[config.mk]
export PLATFORM = sky130hd
export DESIGN_NAME = lfsr_burst_gen
export DESIGN_NICKNAME = d
export VERILOG_FILES = /design/src/rtl/lfsr_burst_gen.sv
export SDC_FILE = /design/constraint.sdc
export NUM_CORES = 1
export LEC_CHECK = 0
export ABC_CLOCK_PERIOD_IN_PS = 1600
export BUFFER_PORTS_ARGS = -buffer_cell sky130_fd_sc_hd__buf_2
export CAP_MARGIN = 5
export CORE_MARGIN = 2
export CORE_UTILIZATION = 40
export DETAILED_ROUTE_END_ITERATION = 7
export GPL_ROUTABILITY_DRIVEN = 0
export PLACE_DENSITY = 0.65
export SYNTH_ARGS = -nofsm -noshare
export SYNTH_HDL_FRONTEND = slang
export SYNTH_SLANG_ARGS = --single-unit
[constraint.sdc]
create_clock -name CLK -period 1.6 [get_ports CLK]
set_input_delay 0.16 -clock CLK [delete_from_list [all_inputs] [get_ports CLK]]
set_output_delay 0.16 -clock CLK [all_outputs]
set_load 0.02 [all_outputs]
[src/rtl/lfsr_burst_gen.sv]
// Parametrised Fibonacci LFSR with seed load, lock-up protection, EN-gated free-run
// and counted burst mode with busy/done handshake and period-wrap flag.
module lfsr_burst_gen #(
    parameter int unsigned      WIDTH   = 4,
    parameter logic [WIDTH-1:0] TAPS    = WIDTH'(4'b1100),
    parameter logic [WIDTH-1:0] SEED    = WIDTH'(4'b0001),
    parameter bit               XNOR_FB = 1'b0,
    parameter int unsigned      LEN_W   = 8
) (
    input  logic             CLK,
    input  logic             RST,
    input  logic             EN,
    input  logic             LOAD,
    input  logic [WIDTH-1:0] SEED_IN,
    input  logic             START,
    input  logic [LEN_W-1:0] LEN,
    output logic [WIDTH-1:0] out,
    output logic             out_valid,
    output logic             busy,
    output logic             done,
    output logic             wrap,
    output logic             lockup
);

    localparam logic [1:0] ST_IDLE = 2'd0;
    localparam logic [1:0] ST_RUN  = 2'd1;
    localparam logic [1:0] ST_DONE = 2'd2;

    // The single state the feedback function maps onto itself.
    localparam logic [WIDTH-1:0] LOCKUP_VAL = {WIDTH{XNOR_FB}};

    logic [1:0]       state_q;
    logic [WIDTH-1:0] ref_seed_q;
    logic [LEN_W-1:0] remaining_q;

    logic [1:0]       state_d;
    logic [WIDTH-1:0] out_d;
    logic [WIDTH-1:0] ref_seed_d;
    logic [LEN_W-1:0] remaining_d;
    logic             step_d;
    logic             lockup_d;
    logic             fb_c;
    logic [WIDTH-1:0] step_val_c;

    assign fb_c       = (^(out & TAPS)) ^ XNOR_FB;
    assign step_val_c = {out[WIDTH-2:0], fb_c};

    // Next-state and stepping decision; LOAD overrides the FSM in any state.
    always_comb begin
        state_d     = state_q;
        out_d       = out;
        ref_seed_d  = ref_seed_q;
        remaining_d = remaining_q;
        step_d      = 1'b0;
        lockup_d    = 1'b0;

        if (LOAD) begin
            state_d = ST_IDLE;
            if (SEED_IN == LOCKUP_VAL) begin
                out_d      = SEED;
                ref_seed_d = SEED;
                lockup_d   = 1'b1;
            end else begin
                out_d      = SEED_IN;
                ref_seed_d = SEED_IN;
            end
        end else begin
            case (state_q)
                ST_IDLE: begin
                    if (START) begin
                        if (LEN != '0) begin
                            state_d     = ST_RUN;
                            remaining_d = LEN;
                        end else begin
                            state_d = ST_DONE;
                        end
                    end else if (EN) begin
                        step_d = 1'b1;
                    end
                end
                ST_RUN: begin
                    if (EN) begin
                        step_d      = 1'b1;
                        remaining_d = remaining_q - LEN_W'(1);
                        if (remaining_q == LEN_W'(1)) begin
                            state_d = ST_DONE;
                        end
                    end
                end
                ST_DONE: begin
                    state_d = ST_IDLE;
                end
                default: begin
                    state_d = ST_IDLE;
                end
            endcase
            if (step_d) begin
                out_d = step_val_c;
            end
        end
    end

    always_ff @(posedge CLK) begin
        if (RST) begin
            state_q     <= ST_IDLE;
            out         <= SEED;
            ref_seed_q  <= SEED;
            remaining_q <= '0;
            out_valid   <= 1'b0;
            busy        <= 1'b0;
            done        <= 1'b0;
            wrap        <= 1'b0;
            lockup      <= 1'b0;
        end else begin
            state_q     <= state_d;
            out         <= out_d;
            ref_seed_q  <= ref_seed_d;
            remaining_q <= remaining_d;
            out_valid   <= step_d;
            busy        <= (state_d == ST_RUN);
            done        <= (state_d == ST_DONE);
            wrap        <= step_d && (step_val_c == ref_seed_q);
            lockup      <= lockup_d;
        end
    end

endmodule

==> impl_results.md <==
- Maximum clock frequency: approximately 690 MHz
- WL final: around 2.8 mm
- Pins over their slew limit: 0
- Post-synth net total: 153
- Sw Ratio: 0.308
- RSZ-0062 raised after global routing: no
- Top Ports: 26
- Vias per cell: around 5.5
- Leakage power: around 0.63 nW
- Initial antenna violation count: 0
- Cell row count: 20
- Crit-path max FO: 4
- Critical Path Max Stage Delay: about 0.38 ns
- Crit share post-route: 0.905
- Worst EP required: approximately 1.9 ns
- DP HPWL: between 2 and 2.5 mm
- Post-Syn Area: between 1000 and 1500 µm²
- Number of antenna diodes: 0
- Ys async rst share: 0
- Post-DRT Antenna Nets: 0
- P_int: a little over 0.0008 W
- CP startpoint kind: flip-flop
- Multi-input logic area: 734 µm²
- Port Buf Inserts: 25
- Power share of the clock group: 0.241
- Number of global-route vias before repair: roughly 1100
- Slew @ Worst Pin: approximately 0.47 ns
- CP cell instances: nor4_4 -> nand4_1 -> o2bb2a_1 -> nor3_1
- Wire per inst: ~14 µm
- Synth top area share: 0.377
- Cell Pwr Density: roughly 800 nW/µm²
- Vias: 1087
- Storage element area: 460 µm²
- Root Driver: clkbuf_4
- TritonCTS clock tree: yes
- Starting Density: 0.411
- CTS Buf Count: 3
- Comb power frac: 0.226
- Most frequent cells in the layout: 25 x buf_2, 23 x dfxtp_1, 13 x nor2_1, 9 x nor3_1
- Hold Crit Class: in2reg
- Status: completed
- DR pass1 iterations: 4
- Worst R2R Setup Slack: 0.15 ns
- EDFF count, synth: 0
- Synth area leaders: dfxtp_1 38%, mux2i_1 6.6%, o32ai_1 4.3%
- Post-Synthesis Cells: 134
- Psw: between 0.0003 and 0.0004 W
- Commonest non-fill, non-tap cell in the layout: buf_2
- Final setup viols: 0
- DRC violations left: 0
- Setup Skew: about 0.00044 ns
- VDD IR max: between 400 and 500 µV
- Fillcell total: 285
- Clock-pin slew on the worst setup and hold paths: 0.14 ns
- DIE WIDTH: ~60 µm
- Chip height: a little under 60 µm
- Core Region: around 3000 µm²
- Clock Tree Buf Depth: 2
- Nets: about 180
- Max-Slew Margin vs Limit: 0.688
- Setup CP Type: reg2reg
- TritonCTS sink count: 23
- Clock Latency Late Sink: around 0.32 ns
- Syn Area/Cell: a little over 9 µm²
- Global-route wire length before repair: about 4.8 mm
- Yosys warns: 0
- CP endpoint kind: flip-flop
- Synth area leader: dfxtp_1
- Tmin final: approximately 1.4 ns
- Grt ovf: 0
- Critical path arrival: 1.70 ns
- MaxCap Viol Count: 0
- Synth Register Bits: 23
- DRT iter0 DRCs: 64
- CTS H-Tree Depth: 1
- Final hold vios: 0
- Ys flop type: dfxtp_1
- Slowest CP cell: nor4_4
- Yosys cell types: a little over 40
- Total negative setup slack: 0 ns
- Synthesis-to-layout area growth: 20.5%
- Total GRT Usage: 0.179
- Die ar.: between 3000 and 4000 µm²
- Placed Area: ~1400 µm²
- Share of cells above drive strength 1: 0.305
- Power Total: around 0.0012 W
- Sequential area share after synthesis: 0.377
- Largest net degree at the start of global routing: 29
- Share of power burned in registers: 0.533
- Design area: approximately 1500 µm²
## cell usage after synthesis, types with 2 or more instances
master	instances
a211oi_1	4
a21oi_1	8
a22oi_1	4
a2bb2oi_1	2
buf_2	2
clkbuf_1	4
dfxtp_1	23
ha_1	2
inv_1	7
mux2i_1	8
nand2_1	2
nand2b_1	7
nor2_1	13
nor3_1	9
nor3b_1	2
nor4b_1	2
o21bai_1	2
o32ai_1	6
or4_4	2
xor2_1	4
## cell type report
cell class                 instances  share of cell area
inverter                           7              0.0178
timing repair buffer              32               0.122
tap                               33              0.0280
clock buffer                       3              0.0153
sequential                        23               0.313
clock inverter                     1             0.00510
multi-input combinational         98               0.499
## state kept, by name (all words and copies together) (netlist names)
register and count:
out_valid 1, done 1, out 4, wrap 1, busy 1, ref_seed_q 4
state_q 2, lockup 1, remaining_q 8
## per-layer routing
layer | part of all wire | track usage
met1 | 0.45 | 0.221
met2 | 0.49 | 0.309
met3 | 0.050 | 0.0415
met4 | 0.0083 | 0.0519
met5 | 0 | 0
## final timing paths
path	end	startpoint	depth (start not counted)
worst min register to register	remaining_q[1]	remaining_q[1]	2
worst min-delay path	ref_seed_q[3]	SEED_IN[3]	3
worst max-delay path	state_q[1]	remaining_q[6]	4
worst max register to register	state_q[1]	remaining_q[6]	4
## kinds of logic (layout without fill, tap and decap cells)
logic type	Yosys count	in the layout	share of synthesized area
mux	8	8	0.0655
xor+xnor	5	5	0.0358
buf+inv	13	43	0.0420
compound gates	35	35	0.230
fa+ha+maj	2	2	0.0205
flops	23	23	0.377
simple gates	48	48	0.229
## worst max-delay path: cells and delay by family (launching register included)
family	cells	cell delay [ns]
AND/OR/NAND/NOR	3	0.67
AO/OA/AOI/OAI	1	0.34
flip-flops	1	0.37
## through the flow
step / util / worst slack [ns] / std cells / hold WS (ns)
global placement: 0.473 / -0.0381 / 192 / 0.347
floorplan: - / 0.194 / 134 / 0.239
detailed placement: 0.473 / -0.0993 / 192 / 0.350
CTS: 0.487 / 0.0243 / 197 / 0.0913
global route: 0.495 / 0.0126 / 197 / 0.0865
finish: 0.495 / 0.152 / 197 / 0.0989
## power by group through the flow
stage	clock [W]	combinational, W	sequential (W)
finish	0.000288	0.000270	0.000636
global route	0.000322	0.000302	0.000641
CTS	0.000298	0.000264	0.000633
detailed placement	0	0.000261	0.000645
global placement	0	0.000258	0.000644
floorplan	0	0.000165	0.000653
## timing repair
action | CTS | global route
endpoints found under the setup margin | 0 | 13
resized for setup | 0 | 5
hold buffers | 1 | 0
endpoints found under the hold margin | 1 | 0
buffers inserted | 0 | 0
(Power assumes the default switching activity.)
